### config.mk
export PLATFORM = sky130hd
export DESIGN_NAME = joltage_select_k
export DESIGN_NICKNAME = d
export VERILOG_FILES = /design/src/rtl/joltage_pkg.sv /design/src/rtl/joltage_best_dp.sv /design/src/rtl/joltage_select_k.sv
export SDC_FILE = /design/constraint.sdc
export NUM_CORES = 2
export LEC_CHECK = 0
export ABC_AREA = 1
export CAP_MARGIN = 25
export CORE_UTILIZATION = 47
export CTS_CLUSTER_DIAMETER = 200
export CTS_CLUSTER_SIZE = 24
export DETAILED_ROUTE_END_ITERATION = 12
export SETUP_SLACK_MARGIN = 0.3
export SYNTH_ARGS = -nofsm -noshare
export SYNTH_HDL_FRONTEND = slang
export SYNTH_SLANG_ARGS = --single-unit
### constraint.sdc
create_clock -name clk -period 9.4 [get_ports clk]
set_input_delay 0.94 -clock clk [delete_from_list [all_inputs] [get_ports clk]]
set_output_delay 0.94 -clock clk [all_outputs]
set_load 0.01 [all_outputs]
### src/rtl/joltage_pkg.sv
// Shared types and constants for the streaming K-digit joltage selector.
package joltage_pkg;

    typedef enum logic [2:0] {
        S_EXPECT_DIGIT,
        S_EXPECT_DIGIT_OR_EOL,
        S_UPDATE,
        S_ACK,
        S_ACCUM,
        S_RESULT_READY,
        S_ERROR
    } state_t;

    localparam logic [7:0] ASCII_0       = 8'h30;
    localparam logic [7:0] ASCII_9       = 8'h39;
    localparam logic [7:0] ASCII_NEWLINE = 8'h0A;

    // Bits needed to hold 10^k - 1.
    function automatic int unsigned dec_bits(input int unsigned k);
        longint unsigned p;
        p = 64'd1;
        for (int unsigned i = 0; i < k; i++) begin
            p = p * 64'd10;
        end
        return 32'($clog2(p));
    endfunction

endpackage

### src/rtl/joltage_best_dp.sv
// Per-line DP table: best[j] is the largest j-digit subsequence seen so far.
// One j per cycle, descending, so the in-place update reads the old best[j-1].
module joltage_best_dp
    import joltage_pkg::*;
#(
    parameter int unsigned K     = 12,
    parameter int unsigned VAL_W = 40
) (
    input  logic             clk,
    input  logic             rst_n,
    input  logic             start,
    input  logic [3:0]       digit,
    input  logic             clear,
    output logic             done_c,
    output logic             full_c,
    output logic [VAL_W-1:0] best_k
);

    localparam int unsigned JW = $clog2(K + 1);

    logic [VAL_W-1:0] best [0:K];
    logic [JW-1:0]    n;
    logic [JW-1:0]    j;
    logic [JW-1:0]    jm1;
    logic [3:0]       dig;
    logic             busy;
    logic [VAL_W-1:0] cand;

    assign jm1    = j - JW'(1);
    assign cand   = (best[jm1] * VAL_W'(10)) + VAL_W'(dig);
    assign done_c = busy && (j == JW'(1));
    assign full_c = (n == JW'(K));
    assign best_k = best[K];

    // best[0] is never written after clear, so it stays the zero base case.
    always_ff @(posedge clk or negedge rst_n) begin
        if (!rst_n) begin
            best <= '{default: '0};
            n    <= '0;
            j    <= '0;
            dig  <= '0;
            busy <= 1'b0;
        end else if (clear) begin
            best <= '{default: '0};
            n    <= '0;
            j    <= '0;
            dig  <= '0;
            busy <= 1'b0;
        end else if (busy) begin
            if (n >= j) begin
                if (cand > best[j]) begin
                    best[j] <= cand;
                end
            end else if (n == jm1) begin
                best[j] <= cand;
            end
            if (j == JW'(1)) begin
                busy <= 1'b0;
                if (!full_c) begin
                    n <= n + JW'(1);
                end
            end
            j <= jm1;
        end else if (start) begin
            busy <= 1'b1;
            j    <= JW'(K);
            dig  <= digit;
        end
    end

endmodule

### src/rtl/joltage_select_k.sv
// Streaming ASCII line processor: per line, picks the largest ordered
// NUM_DIGITS-digit subsequence and adds it into a running total.
module joltage_select_k
    import joltage_pkg::*;
#(
    parameter int unsigned NUM_DIGITS = 12,
    parameter int unsigned RESULT_W   = 64
) (
    input  logic                clk,
    input  logic                rst_n,
    input  logic [7:0]          data_in,
    input  logic                data_valid,
    output logic                data_ack,
    output logic [RESULT_W-1:0] result,
    output logic                result_ready,
    output logic [15:0]         line_count,
    output logic                overflow,
    output logic                data_error,
    input  logic                error_clear
);

    localparam int unsigned VAL_W = dec_bits(NUM_DIGITS);
    localparam int unsigned SUM_W = RESULT_W + 1;

    state_t           state;
    state_t           state_next;
    logic             is_digit_c;
    logic             is_eol_c;
    logic [3:0]       digit_c;
    logic             start_c;
    logic             clear_c;
    logic             accum_c;
    logic             done_c;
    logic             full_c;
    logic [VAL_W-1:0] best_k;
    logic [SUM_W-1:0] sum_c;

    assign is_digit_c = (data_in >= ASCII_0) && (data_in <= ASCII_9);
    assign is_eol_c   = (data_in == ASCII_NEWLINE);
    assign digit_c    = 4'(data_in - ASCII_0);
    assign sum_c      = {1'b0, result} + SUM_W'(best_k);

    joltage_best_dp #(
        .K     (NUM_DIGITS),
        .VAL_W (VAL_W)
    ) u_dp (
        .clk    (clk),
        .rst_n  (rst_n),
        .start  (start_c),
        .digit  (digit_c),
        .clear  (clear_c),
        .done_c (done_c),
        .full_c (full_c),
        .best_k (best_k)
    );

    always_ff @(posedge clk or negedge rst_n) begin
        if (!rst_n) begin
            state <= S_EXPECT_DIGIT;
        end else begin
            state <= state_next;
        end
    end

    always_comb begin
        state_next = state;
        start_c    = 1'b0;
        clear_c    = 1'b0;
        accum_c    = 1'b0;
        case (state)
            S_EXPECT_DIGIT: begin
                if (data_valid) begin
                    if (is_digit_c) begin
                        state_next = S_UPDATE;
                        start_c    = 1'b1;
                    end else begin
                        state_next = S_ERROR;
                    end
                end
            end
            S_EXPECT_DIGIT_OR_EOL: begin
                if (data_valid) begin
                    if (is_digit_c) begin
                        state_next = S_UPDATE;
                        start_c    = 1'b1;
                    end else if (is_eol_c && full_c) begin
                        state_next = S_ACCUM;
                    end else begin
                        state_next = S_ERROR;
                    end
                end
            end
            S_UPDATE: begin
                if (done_c) begin
                    state_next = S_ACK;
                end
            end
            S_ACK: begin
                if (!data_valid) begin
                    state_next = S_EXPECT_DIGIT_OR_EOL;
                end
            end
            S_ACCUM: begin
                accum_c    = 1'b1;
                state_next = S_RESULT_READY;
            end
            S_RESULT_READY: begin
                clear_c = 1'b1;
                if (!data_valid) begin
                    state_next = S_EXPECT_DIGIT;
                end
            end
            S_ERROR: begin
                clear_c = 1'b1;
                if (error_clear) begin
                    state_next = S_EXPECT_DIGIT;
                end
            end
            default: state_next = S_EXPECT_DIGIT;
        endcase
    end

    // Status flags follow the state being entered so they line up with it.
    always_ff @(posedge clk or negedge rst_n) begin
        if (!rst_n) begin
            data_ack     <= 1'b0;
            result_ready <= 1'b0;
            data_error   <= 1'b0;
        end else begin
            data_ack     <= (state_next == S_ACK) || (state_next == S_RESULT_READY);
            result_ready <= (state_next == S_RESULT_READY);
            data_error   <= (state_next == S_ERROR);
        end
    end

    always_ff @(posedge clk or negedge rst_n) begin
        if (!rst_n) begin
            result     <= '0;
            line_count <= '0;
            overflow   <= 1'b0;
        end else if (accum_c) begin
            result     <= sum_c[RESULT_W-1:0];
            line_count <= line_count + 16'd1;
            overflow   <= overflow | sum_c[RESULT_W];
        end
    end

endmodule

==> impl_metrics.csv <==
group,metric,value,unit
flow_run,drv_cap,0,
setup_path,critical-path-max-stage-delay,0.63,ns
grt,grt_overflow_total,0,
logic_synthesis,seq_area_frac_synth,37.2,%
setup_path,crit_path_top_delay_cell,"nor2_2",
drt,vias_per_cell,6.17,
finish,multi_input_area,22500,um2
sta,finalCriticalPeriod,8.75,ns
die,die_x,300,um
place,place.gp.congestion,0.985,
drt,routed_wl,170000,um
clock_tree,cts_buffers,29,
clock_tree,cts_hold_buf,0,
grt,antenna_found_initial,2,
logic_synthesis,yosysUniqueCellTypes,61,
die,die_y,300,um
grt,grt_pass1_wl,253000,um
logic_synthesis,synth-seq-cells,620,
die,dieArea,89900,um2
clock_tree,cts.clk_slew.worst_paths,0.10,ns
hold_path,hold_path.class,"in -> async",
setup_path,critPathLaunchType,"register",
setup_path,crit_fanout,20,
logic_synthesis,synth.area.top_cells,"dfrtp_1, nand2_1, nand3_1, o21ai_0, a21oi_1",
place,dp_hpwl,115000,um
place,io_buffers,95,
logic_synthesis,synth_top_area_share,37.2,%
setup_path,path_depth,43,
sta,post-route-period-util,93.1,%
logic_synthesis,netlist_area,41700,um2
finish,final_area,44900,um2
finish,finalNonFillerCells,6942,
finish,nFillCells,8854,
sta,relSlewSlack,25.1,%
place,dpl_cell_area,44000,um2
logic_synthesis,synth_area_leader_cell,"dfrtp_1",
die,row_count,108,
finish,drive_gt1_share,5.60,%
setup_path,cp.arrival,9.31,ns
sta,hold_violations,0,
grt,grt_max_degree,188,
sta,max_freq,114,MHz
logic_synthesis,synth_ff_type,"dfrtp_1",
clock_tree,htree_levels,1,
logic_synthesis,synth_edf_count,0,
sta,finalSetupViolations,0,
logic_synthesis,synth_fp_nets,6080,
logic_synthesis,synth-async-reset-ratio,100,%
outcome,status,"finished clean",
drt,first_iter_violations,5426,
setup_path,worst_r2r_path_depth,43,
grt,grtUsageTotal,37.0,%
drt,drc,0,
clock_tree,clock_latency,0.66,ns
finish,fin_nets,5966,
die,coreArea,87300,um2
setup_path,cpMostUsedCell,"nand2_1",
logic_synthesis,synthCells,5899,
die,start_util,47.7,%
setup_path,cpLargestDelayFamily,"simple AND/OR/NAND/NOR gates",
logic_synthesis,synth_area_per_cell,7.07,um2
sta,rsz0062_at_grt,"no",
sta,tightest_slew,1.12,ns
setup_path,cp.required,9.95,ns
clock_tree,ctsLongestPathBuffers,3,
drt,vias,42800,
sta,skew,0.0257,ns
finish,area_growth,7.77,%
drt,firstDrtPassIters,6,
sta,setup_tns,0,ns
drt,antenna_left,0,
drt,drt-wirelength-per-cell,24.5,um
die,ioPinCount,96,
finish,register_area,15500,um2
logic_synthesis,synth_warnings,0,
place,dp.cells,6902,
sta,slew_viol_final,0,
grt,grt_pass1_vias,39300,
setup_path,crit_buf_inv,9,
clock_tree,cts_tree,"built",
clock_tree,cts_sinks,620,
setup_path,critical_path_class,"reg -> reg",
clock_tree,root_buffer,"clkbuf_16",
setup_path,cp-end-kind,"register",
-- registers in the layout, indices dropped and copies added (netlist names) --
signal	count
u_dp.n	4
result_ready	1
line_count	16
u_dp.best	480
u_dp.dig	4
data_error	1
u_dp.j	4
data_ack	1
result	64
u_dp.busy	1
state	3
u_dp.best_k	40
overflow	1
-- synthesized netlist by cell type (67+ instances only) --
master,instances
inv_1,537
o21ai_1,137
nand2_1,1190
buf_1,67
nor2_1,367
o21ai_0,685
nand3_1,712
dfrtp_1,620
buf_2,81
ha_1,166
clkbuf_1,244
a21oi_1,514
-- path summary, 6_finish.rpt --
kind,startpoint,end,slack [ns]
worst max-delay path,u_dp.j[0],u_dp.best[259],0.65
worst min-delay path,rst_n,line_count[2],0.36
worst max register to register,u_dp.j[0],u_dp.best[259],0.65
worst min register to register,overflow,overflow,0.47
max in group asynchronous,rst_n,u_dp.best[90],6.96
min in group clk,overflow,overflow,0.47
-- layer usage --
layer | GRT usage [%] | part of all wire, %
met1 | 50.6 | 41
met2 | 55.9 | 43
met3 | 6.14 | 9.8
met4 | 20.0 | 6.3
met5 | 0 | 0
-- timing repair --
| action | 4_1_cts | 5_1_grt |
|---|---|---|
| setup buffers | 0 | 7 |
| setup endpoints to repair | 0 | 477 |
| gates resized for setup | 0 | 18 |
-- worst register-to-register path, delay by kind of cell (launching register included) --
kind                       cells  cell delay (ns)
AOI/OAI and AO/OA              3             0.88
adders and majority gates      3             0.99
buffers and inverters          9             1.79
DFF                            1             0.59
and+or+nand+nor               28             4.42
-- logic make-up after synthesis --
family | count (synthesis) | synth area share (%)
AND/OR/NAND/NOR | 2450 | 25.5
AO/OA/AOI/OAI | 1605 | 21.2
buffers and inverters | 973 | 9.21
flip-flops | 620 | 37.2
adder cells (fa/ha/maj) | 169 | 5.13
XOR/XNOR | 82 | 1.80
-- cell type report --
cell class / count / share of cell area [%]
clock inverters: 1 / 0.0669
flip-flops and latches: 620 / 34.6
diodes: 1 / 0.00557
multi-input cells: 4306 / 50.0
clock buffers: 31 / 1.63
repair buffers: 266 / 5.77
inverters: 562 / 4.74
well taps: 1155 / 3.22
-- placed cells by master (no fill, tap or decap), types with 16 or more instances in the layout --
cell,n
buf_12,27
nor3_1,33
nor2_1,364
a22oi_1,20
nor2_2,16
clkdlybuf4s50_1,94
nand3_1,712
inv_1,534
nand2_1,1178
a221oi_1,34
xor2_1,48
o221ai_1,51
o211ai_1,29
buf_4,138
nor4_1,19
xnor2_1,30
inv_2,21
a31oi_1,35
o21ai_1,139
nand2_2,29
ha_1,164
dfrtp_1,618
a21oi_1,514
o21ai_0,682
nand4_1,47
nor2_4,17
clkbuf_16,29
-- stage by stage --
step           hold slack, ns  setup WS, ns  util [%]
4_1_cts                 0.426         0.453      51.3
2_1_floorplan           0.453          1.51         -
3_3_place_gp            0.446         0.517      50.4
6_report                0.364         0.645      51.5
3_5_place_dp            0.454         0.492      50.4
5_1_grt                 0.450         0.299      51.5
Power is left out: the tool's default activity adds up to more than one toggle a clock period on the data nets, which glitch-free logic cannot reach.
